--- config.mk ---
export PLATFORM = sky130hd
export DESIGN_NAME = instr_fetch_unit_flat
export DESIGN_NICKNAME = d
export VERILOG_FILES = /design/src/rtl/instr_fetch_unit_if.sv /design/src/rtl/instr_fetch_unit.sv /design/src/flat_wrapper.sv
export SDC_FILE = /design/constraint.sdc
export NUM_CORES = 1
export LEC_CHECK = 0
export CORE_MARGIN = 1.5
export CORE_UTILIZATION = 50
export DETAILED_ROUTE_END_ITERATION = 10
export GPL_TIMING_DRIVEN = 0
export PLACE_DENSITY_LB_ADDON = 0.25
export SKIP_LAST_GASP = 1
export SYNTH_ARGS = -nofsm -noshare
export SYNTH_HDL_FRONTEND = slang
export SYNTH_SLANG_ARGS = --single-unit
--- constraint.sdc ---
create_clock -name clk -period 5.8 [get_ports clk]
set_input_delay 0.87 -clock clk [delete_from_list [all_inputs] [get_ports clk]]
set_output_delay 0.87 -clock clk [all_outputs]
set_load 0.02 [all_outputs]
--- src/rtl/instr_fetch_unit_if.sv ---
// Instruction fetch bus bundle.
// Carries three groups of signals between the fetch unit and its neighbours:
//   imem_*   : one-outstanding read port to instruction memory
//   instr_*  : valid/ready instruction stream to iDecode
//   br_*, uncondbranch, branch, zero : branch resolution from decode/execute
// modport master : the fetch unit side
// modport slave  : the environment side (memory, decode, branch resolver)
interface instr_fetch_unit_if #(
    parameter int ADDR_W  = 64,
    parameter int INSTR_W = 32
);
    logic               imem_req;
    logic [ADDR_W-1:0]  imem_addr;
    logic               imem_ack;
    logic [INSTR_W-1:0] imem_rdata;

    logic [INSTR_W-1:0] instr_out;
    logic [ADDR_W-1:0]  instr_pc;
    logic               instr_valid;
    logic               instr_ready;

    logic               br_valid;
    logic [ADDR_W-1:0]  br_pc;
    logic [ADDR_W-1:0]  br_offset;
    logic               uncondbranch;
    logic               branch;
    logic               zero;

    modport master (
        output imem_req, imem_addr, instr_out, instr_pc, instr_valid,
        input  imem_ack, imem_rdata, instr_ready,
               br_valid, br_pc, br_offset, uncondbranch, branch, zero
    );

    modport slave (
        input  imem_req, imem_addr, instr_out, instr_pc, instr_valid,
        output imem_ack, imem_rdata, instr_ready,
               br_valid, br_pc, br_offset, uncondbranch, branch, zero
    );
endinterface

--- src/rtl/instr_fetch_unit.sv ---
// Instruction fetch unit.
// Owns the PC, issues single-outstanding reads to instruction memory, buffers
// returned words with their PCs in a small FIFO and hands them to decode under
// valid/ready. A taken branch redirects the PC, flushes the FIFO and discards
// any read still in flight.
// Ports:
//   clk     : clock, rising edge
//   reset_n : asynchronous active-low reset
//   bus     : instr_fetch_unit_if.master (memory, decode and branch signals)
module instr_fetch_unit #(
    parameter int                ADDR_W     = 64,
    parameter int                INSTR_W    = 32,
    parameter int                FIFO_DEPTH = 2,
    parameter logic [ADDR_W-1:0] RESET_PC   = '0
) (
    input  logic                 clk,
    input  logic                 reset_n,
    instr_fetch_unit_if.master   bus
);
    localparam int PTR_W = (FIFO_DEPTH > 1) ? $clog2(FIFO_DEPTH) : 1;
    localparam int CNT_W = $clog2(FIFO_DEPTH + 1);
    localparam logic [CNT_W-1:0] DEPTH_C = CNT_W'(FIFO_DEPTH);

    typedef enum logic [1:0] {IDLE, REQ, DRAIN} state_e;

    state_e             state_q, state_d;
    logic [ADDR_W-1:0]  pc_q, pc_d;
    logic               imem_req_q, imem_req_d;
    logic [ADDR_W-1:0]  imem_addr_q, imem_addr_d;
    logic [PTR_W-1:0]   wr_ptr_q, wr_ptr_d;
    logic [PTR_W-1:0]   rd_ptr_q, rd_ptr_d;
    logic [CNT_W-1:0]   count_q, count_d;

    logic [INSTR_W-1:0] fifo_instr_q [FIFO_DEPTH];
    logic [ADDR_W-1:0]  fifo_pc_q    [FIFO_DEPTH];

    logic               taken;
    logic [ADDR_W-1:0]  target;
    logic               push;
    logic               pop;

    always_comb begin
        taken  = bus.br_valid & (bus.uncondbranch | (bus.branch & bus.zero));
        target = bus.br_pc + (bus.br_offset << 2);

        state_d     = state_q;
        pc_d        = pc_q;
        imem_req_d  = imem_req_q;
        imem_addr_d = imem_addr_q;
        push        = 1'b0;
        pop         = (count_q != '0) && bus.instr_ready;

        case (state_q)
            IDLE: begin
                // Nothing is outstanding here, so count alone bounds the issue.
                // A redirect this cycle suppresses the issue so the next
                // request goes out to the new target.
                if (!taken && (count_q < DEPTH_C)) begin
                    imem_req_d  = 1'b1;
                    imem_addr_d = pc_q;
                    state_d     = REQ;
                end
            end
            REQ: begin
                if (bus.imem_ack) begin
                    imem_req_d = 1'b0;
                    state_d    = IDLE;
                    if (!taken) begin
                        push = 1'b1;
                        pc_d = pc_q + ADDR_W'(4);
                    end
                end else if (taken) begin
                    state_d = DRAIN;
                end
            end
            DRAIN: begin
                // Keep the old request up until memory completes it; data dropped.
                if (bus.imem_ack) begin
                    imem_req_d = 1'b0;
                    state_d    = IDLE;
                end
            end
            default: state_d = IDLE;
        endcase

        if (taken) pc_d = target;

        wr_ptr_d = wr_ptr_q;
        rd_ptr_d = rd_ptr_q;
        count_d  = count_q;
        if (taken) begin
            // Flush wins over any same-cycle push or pop.
            wr_ptr_d = '0;
            rd_ptr_d = '0;
            count_d  = '0;
        end else begin
            if (push) wr_ptr_d = wr_ptr_q + PTR_W'(1);
            if (pop)  rd_ptr_d = rd_ptr_q + PTR_W'(1);
            if (push && !pop)      count_d = count_q + CNT_W'(1);
            else if (!push && pop) count_d = count_q - CNT_W'(1);
        end
    end

    always_ff @(posedge clk or negedge reset_n) begin
        if (!reset_n) begin
            state_q     <= IDLE;
            pc_q        <= RESET_PC;
            imem_req_q  <= 1'b0;
            imem_addr_q <= '0;
            wr_ptr_q    <= '0;
            rd_ptr_q    <= '0;
            count_q     <= '0;
            for (int i = 0; i < FIFO_DEPTH; i++) begin
                fifo_instr_q[i] <= '0;
                fifo_pc_q[i]    <= '0;
            end
        end else begin
            state_q     <= state_d;
            pc_q        <= pc_d;
            imem_req_q  <= imem_req_d;
            imem_addr_q <= imem_addr_d;
            wr_ptr_q    <= wr_ptr_d;
            rd_ptr_q    <= rd_ptr_d;
            count_q     <= count_d;
            if (push) begin
                fifo_instr_q[wr_ptr_q] <= bus.imem_rdata;
                fifo_pc_q[wr_ptr_q]    <= imem_addr_q;
            end
        end
    end

    assign bus.imem_req    = imem_req_q;
    assign bus.imem_addr   = imem_addr_q;
    // Head is read from storage registers only; no path from imem_rdata.
    assign bus.instr_out   = fifo_instr_q[rd_ptr_q];
    assign bus.instr_pc    = fifo_pc_q[rd_ptr_q];
    assign bus.instr_valid = (count_q != '0);
endmodule

--- src/flat_wrapper.sv ---
// flat-port wrapper written by rule: the top's interface ports become plain ports
module instr_fetch_unit_flat 
#(
    parameter int                ADDR_W     = 64,
    parameter int                INSTR_W    = 32,
    parameter int                FIFO_DEPTH = 2,
    parameter logic [ADDR_W-1:0] RESET_PC   = '0
)
  (clk, reset_n, bus_imem_req, bus_imem_addr, bus_instr_out, bus_instr_pc, bus_instr_valid, bus_imem_ack, bus_imem_rdata, bus_instr_ready, bus_br_valid, bus_br_pc, bus_br_offset, bus_uncondbranch, bus_branch, bus_zero);
  instr_fetch_unit_if #(.ADDR_W(ADDR_W), .INSTR_W(INSTR_W)) bus_i ();
  input  logic clk;
  input  logic reset_n;
  output wire logic [$bits(bus_i.imem_req)-1:0] bus_imem_req;
  output wire logic [$bits(bus_i.imem_addr)-1:0] bus_imem_addr;
  output wire logic [$bits(bus_i.instr_out)-1:0] bus_instr_out;
  output wire logic [$bits(bus_i.instr_pc)-1:0] bus_instr_pc;
  output wire logic [$bits(bus_i.instr_valid)-1:0] bus_instr_valid;
  input wire logic [$bits(bus_i.imem_ack)-1:0] bus_imem_ack;
  input wire logic [$bits(bus_i.imem_rdata)-1:0] bus_imem_rdata;
  input wire logic [$bits(bus_i.instr_ready)-1:0] bus_instr_ready;
  input wire logic [$bits(bus_i.br_valid)-1:0] bus_br_valid;
  input wire logic [$bits(bus_i.br_pc)-1:0] bus_br_pc;
  input wire logic [$bits(bus_i.br_offset)-1:0] bus_br_offset;
  input wire logic [$bits(bus_i.uncondbranch)-1:0] bus_uncondbranch;
  input wire logic [$bits(bus_i.branch)-1:0] bus_branch;
  input wire logic [$bits(bus_i.zero)-1:0] bus_zero;
  assign bus_imem_req = bus_i.imem_req;
  assign bus_imem_addr = bus_i.imem_addr;
  assign bus_instr_out = bus_i.instr_out;
  assign bus_instr_pc = bus_i.instr_pc;
  assign bus_instr_valid = bus_i.instr_valid;
  assign bus_i.imem_ack = bus_imem_ack;
  assign bus_i.imem_rdata = bus_imem_rdata;
  assign bus_i.instr_ready = bus_instr_ready;
  assign bus_i.br_valid = bus_br_valid;
  assign bus_i.br_pc = bus_br_pc;
  assign bus_i.br_offset = bus_br_offset;
  assign bus_i.uncondbranch = bus_uncondbranch;
  assign bus_i.branch = bus_branch;
  assign bus_i.zero = bus_zero;
  instr_fetch_unit #(.ADDR_W(ADDR_W), .INSTR_W(INSTR_W), .FIFO_DEPTH(FIFO_DEPTH), .RESET_PC(RESET_PC)) u_core (.clk(clk), .reset_n(reset_n), .bus(bus_i));
endmodule
After elaboration in Yosys (flattened, before gate mapping)
Cells that the tools add are included.
- memories: 0
- input bits: 168
- latch bits: 0
- memory bits (read-only): 0
- output and inout bits: 162
- bits in writable memories: 0
- word-level logic and storage cells: 86
- bits in registers: 327
- reduce and logical (&&, ||, !) cells: 21
- add/sub/neg operators: 6
- muxes and demuxes: 33
- magnitude comparators: 4
- $mul: 0
- div/mod/pow operators: 0
- shifts and indexed selects: 0
- equality and inequality tests: 6
- bitwise logic cells: 5
- operators with widths (cell ; number):
    two-way mux 64 bit ; 7
    bitwise mux 128 bit ; 1
    two-way mux 32 bit ; 4
    adder 64 x 3 -> 64 bit (second input constant) ; 1
    adder 64 bit ; 1
    bitwise mux 64 bit ; 1
    demux 64 bit (select 1 bit) ; 1
    demux 32 bit (select 1 bit) ; 1
    two-way mux 2 bit ; 7
    nonzero test 2 bit ; 6
    two-way mux 1 bit ; 9
    one-hot mux 2 bit (3 select lines) ; 1
    AND reduction 3 bit ; 2
    logical AND 1 bit ; 5
    >= comparator 2 bit (second input constant) ; 2
    != test 2 x 1 -> 1 bit (second input constant) ; 2
    inverter 1 -> 2 bit ; 2
    AND reduction 2 bit ; 2
    logical NOT 1 bit ; 3
    != test 3 x 2 -> 1 bit (second input constant) ; 1
    nonzero test 3 bit ; 1
    adder 1 bit (second input constant) ; 2
    adder 2 x 1 -> 2 bit (second input constant) ; 1
    AND 1 bit ; 2
    10 further kinds ; 10

Depth between registers and ports, before layout
- depth after elaboration: 11
- gate-level depth with buffers: 13
- depth with buffers taken out: 11

Worst setup path after synthesis
Ideal clock, no wire load.
- path kind: input port to flip-flop
- start: input bus_br_offset[0]
- end: register u_core.pc_q[50]
- stages on the path: 11
- path buffers: 0
- slack: 2507 ps
- arrival time: 3197 ps
- setup time: 96 ps
- data required time: 5704 ps
- cells stage by stage: ha_1 fa_1 a21oi_1 o211ai_1 nand2_1 nand3_1 a31o_2 a31o_2 a21boi_1 nor3_1 a311oi_2
- word-level cells in the longest chain between the ends: 2
- ends and longest elaborated chain (element ; line ; RTL):
    start, declared ; flat_wrapper.sv:23 ; input wire logic [$bits(bus_i.br_offset)-1:0] bus_br_offset;
    adder 64 bit ; instr_fetch_unit.sv:44 ; target = bus.br_pc + (bus.br_offset << 2);
    two-way mux 64 bit ; instr_fetch_unit.sv:86 ; if (taken) pc_d = target;
    end signal, assigned ; instr_fetch_unit.sv:119 ; pc_q <= pc_d;
    end, declared ; instr_fetch_unit.sv:27 ; logic [ADDR_W-1:0] pc_q, pc_d;
No other way between the ends.
A chain may end at the register's enable or synchronous reset.

Final worst setup path
- start: register u_core.rd_ptr_q
- end: output bus_instr_pc[57]
- word-level cells in the longest chain between the ends: 4
- ends and longest elaborated chain (element ; line ; RTL):
    start, declared ; instr_fetch_unit.sv:31 ; logic [PTR_W-1:0] rd_ptr_q, rd_ptr_d;
    start signal, assigned ; instr_fetch_unit.sv:123 ; rd_ptr_q <= rd_ptr_d;
    inverter 1 -> 2 bit (implied by the code) ; instr_fetch_unit.sv:136 ; assign bus.instr_pc = fifo_pc_q[rd_ptr_q];
    two-way mux 64 bit (implied by the code) (3 in series) ; instr_fetch_unit.sv:136 ;
    end, declared ; flat_wrapper.sv:16 ; output wire logic [$bits(bus_i.instr_pc)-1:0] bus_instr_pc;
No other way between the ends. The select of a mux whose other input is x is not followed.

==> flow_summary.toml <==
[status]
run_status = "finished with violations"
violated_checks = "design-rule violations"

[cts]
cts_max_level = 2
buffers_from_clock_root_to_sink_at_most = 3
cts_inserted_buffers = 35
root_buffer = "sky130_fd_sc_hd__clkbuf_16"
cts_hold_buffers = 0
path_clk_slew_ps = 60
cts_repair_resize_count = 0
tritoncts = "done"
post-cts-setup-buffer-count = 0
worstSkewPairLatency_ps = 500
clock_sink_count = 327

[global_route]
antenna_violations_before_repair = 1
global_route.usage.met1 = 0.365
grt_first_pass_wirelength_mm = 78.8
grt_pass1_vias = 14284
busiest_layer = "met2"
globalRouteOverflowTotal = 0
use_met3 = 0.0341
pin_count_of_the_biggest_net_entering_global_routing = 129
gr-usage-met2 = 0.427
grt_usage = 0.262

[critical_path]
worst_setup_path_start_kind = "flop"
setup.worst_path.start = "u_core.rd_ptr_q"
crit_path_max_fanout = 10
timing.critical_path.slowest_cell_delay_ps = 580
cp_top_family = "buffers and inverters"
critical_path.endpoint_type = "output pin"
worstPathRequired_ps = 4930
worst-endpoint-arrival_ps = 3270
critPathMostFrequentCell = "sky130_fd_sc_hd__clkbuf_1"
worstReg2RegStart = "u_core.state_q[1]"
timing.critical_path.buf_inv = 4
cp_slowest_cell = "sky130_fd_sc_hd__clkbuf_1"
path_class = "reg -> out"
path_cells = "clkbuf_1, clkbuf_1, clkbuf_1, mux2_2, clkdlybuf4s50_1"

[synth]
synth-compound-area-share = 0.106
synth-warning-count = 0
synth-xor-area-share = 0.0539
synth_seq_cells = 327
synthDistinctLibCells = 71
main_combinational_cell_family_by_area_after_synthesis = "multiplexers"
yosys.area_share.adder = 0.0472
syn_area_um2 = 18200
synth_ff_type = "sky130_fd_sc_hd__dfrtp_1"
postSynthNetCount = 1894
synth_mux_area_frac = 0.220
netlist_instances = 1658
yosys.area_share.simple = 0.0981
syn-mean-instance-area_um2 = 11.0
synth_seq_area_share = 0.450
postSynth.asyncResetShare = 1.00
synth-edff-count = 0

[drt]
totalWireLength_mm = 49.5
detail_route.first_pass.iterations = 9
route.antenna.remaining_nets = 0
route.detailed.wl_per_inst_um = 19.8
vias_per_cell = 5.62
detail_route.drc_violations = 24
drt_iter0_drc = 770
route.vias.total = 14084

[placed_design]
worst_slack_at_placement_ps = 1320
final_weighted_congestion_of_routability_driven_global_placement = 0.883
post_dp_cell_area_um2 = 22100
buffer_ports.inserted = 327
dpl.cell_count = 2448
detailedPlacementHpwl_mm = 37.8

[layout]
instances_no_fill = 2504
fillerInstances = 2833
antennaDiodeCount = 0
sequential_cell_area_um2 = 8180
fin_nets = 2260
layout.cell_area.non_filler_um2 = 23200
post_route_cells_drive_above_1_share = 0.209
multi_input_combinational_cell_area_um2 = 9540
syn_to_final_growth_pct = 27.4
final_core_utilization = 0.650

[sta]
layout_min_cycle_time_ps = 4140
setup_viol_count_final = 0
rsz0062_at_grt = "no"
maxSlewHeadroom = 0.342
holdWs_ps = 363
setup_total_negative_slack_ps = 0
final-hold-violation-count = 0
clock.fmax_mhz = 241
timing_worst_slew_pin_value_ps = 979
skew_ps = 12.5
final-max-slew-violation-count = 0
min_period_over_period = 0.714
timing.final.ws_setup_ps = 1660

[die]
initial_core_utilization = 0.510
fp-row-count = 69
die-width_um = 194
die_span_in_y_um = 194
die-area_um2 = 37500
pin_count = 330
coreArea_um2 = 35700

[power_and_ir_drop]
power_leakage_nw = 9.85
finalPower_mw = 11.7
cellPowerDensity_nw_per_um2 = 505
ir_drop_worst_vdd_v = 0.000233

[min_path]
hold_path_class = "in -> async"

[flow_run]
count_of_max_cap_constraint_violations = 0
==> path summary, 6_finish.rpt <==
path                                           endpoint  slack, ps  cells past startpoint
min in group clk                         u_core.pc_q[0]        470                      2
worst min register to register           u_core.pc_q[0]        470                      2
worst max-delay path                   bus_instr_pc[57]       1660                      5
worst max register to register    u_core.fifo_pc_q[116]       2370                      7
worst min-delay path            u_core.fifo_instr_q[54]        360                      1
max in group asynchronous          u_core.fifo_pc_q[47]       3920                      3
==> state kept, by name (all words and copies together), names as in the netlist <==
signal,flops
u_core.fifo_pc_q,128
u_core.bus.imem_addr,64
u_core.fifo_instr_q,64
u_core.pc_q,64
u_core.count_q,2
u_core.state_q,2
u_core.bus.imem_req,1
u_core.rd_ptr_q,1
u_core.wr_ptr_q,1
==> per-layer routing <==
| metal | vias to the layer above | part of all wire |
|---|---|---|
| met2 | 427 | 0.46 |
| met3 | 77 | 0.054 |
| li1 | 6715 | - |
| met4 | 2 | 0.030 |
| met5 | - | 0.00026 |
| met1 | 6863 | 0.45 |
==> synthesized netlist by cell type (all sizes together) (8+ instances only) <==
master    n  area, µm²
mux2    352       3960
dfrtp   327       8180
nand2   134        503
o21ai    87        435
a21oi    84        420
clkbuf   75        282
nor2     74        288
ha       67        838
xnor2    66        578
nand3    46        235
xor2     46        403
a21o     36        270
nand4    34        228
inv      26       97.6
nor3     20        100
buf      18       88.8
and3     17        106
o21bai   17        128
o21a     11       82.6
a211oi   10       75.1
a31oi    10       62.6
o31ai     9       67.6
o211ai    8       60.1
==> power by group <==
group          total, mW  internal [mW]  leakage, nW  switching, mW
clock network       2.10           1.25        0.534          0.850
registers           4.09           3.29         4.02          0.797
logic               5.51           2.91         5.30           2.60
==> placed cells by master (no fill, tap or decap), drive strengths merged, types with 11 or more instances in the layout <==
cell / n
o21bai: 17
xnor2: 66
nor2: 74
o21ai: 87
mux2: 352
clkdlybuf4s50: 326
and3: 17
o21a: 11
nand4: 34
dfrtp: 327
xor2: 46
nor3: 20
nand3: 46
a21o: 36
clkbuf: 127
nand2: 134
buf: 21
a21oi: 84
ha: 67
inv: 27
==> cells by family after synthesis <==
group / count (synthesis)
adder cells (fa/ha/maj): 68
multiplexers: 355
AO/OA/AOI/OAI: 309
buffers and inverters: 119
flip-flops: 327
XOR/XNOR: 112
AND/OR/NAND/NOR: 368
==> area by class of cell <==
class | instances | share of cell area
clock buffer | 52 | 0.0454
clock inverter | 4 | 0.00113
timing repair buffer | 329 | 0.144
inverter | 26 | 0.00421
tap | 461 | 0.0249
multi-input combinational | 1212 | 0.412
sequential | 327 | 0.353
buffer | 93 | 0.0160
(Power assumes the default switching activity.)
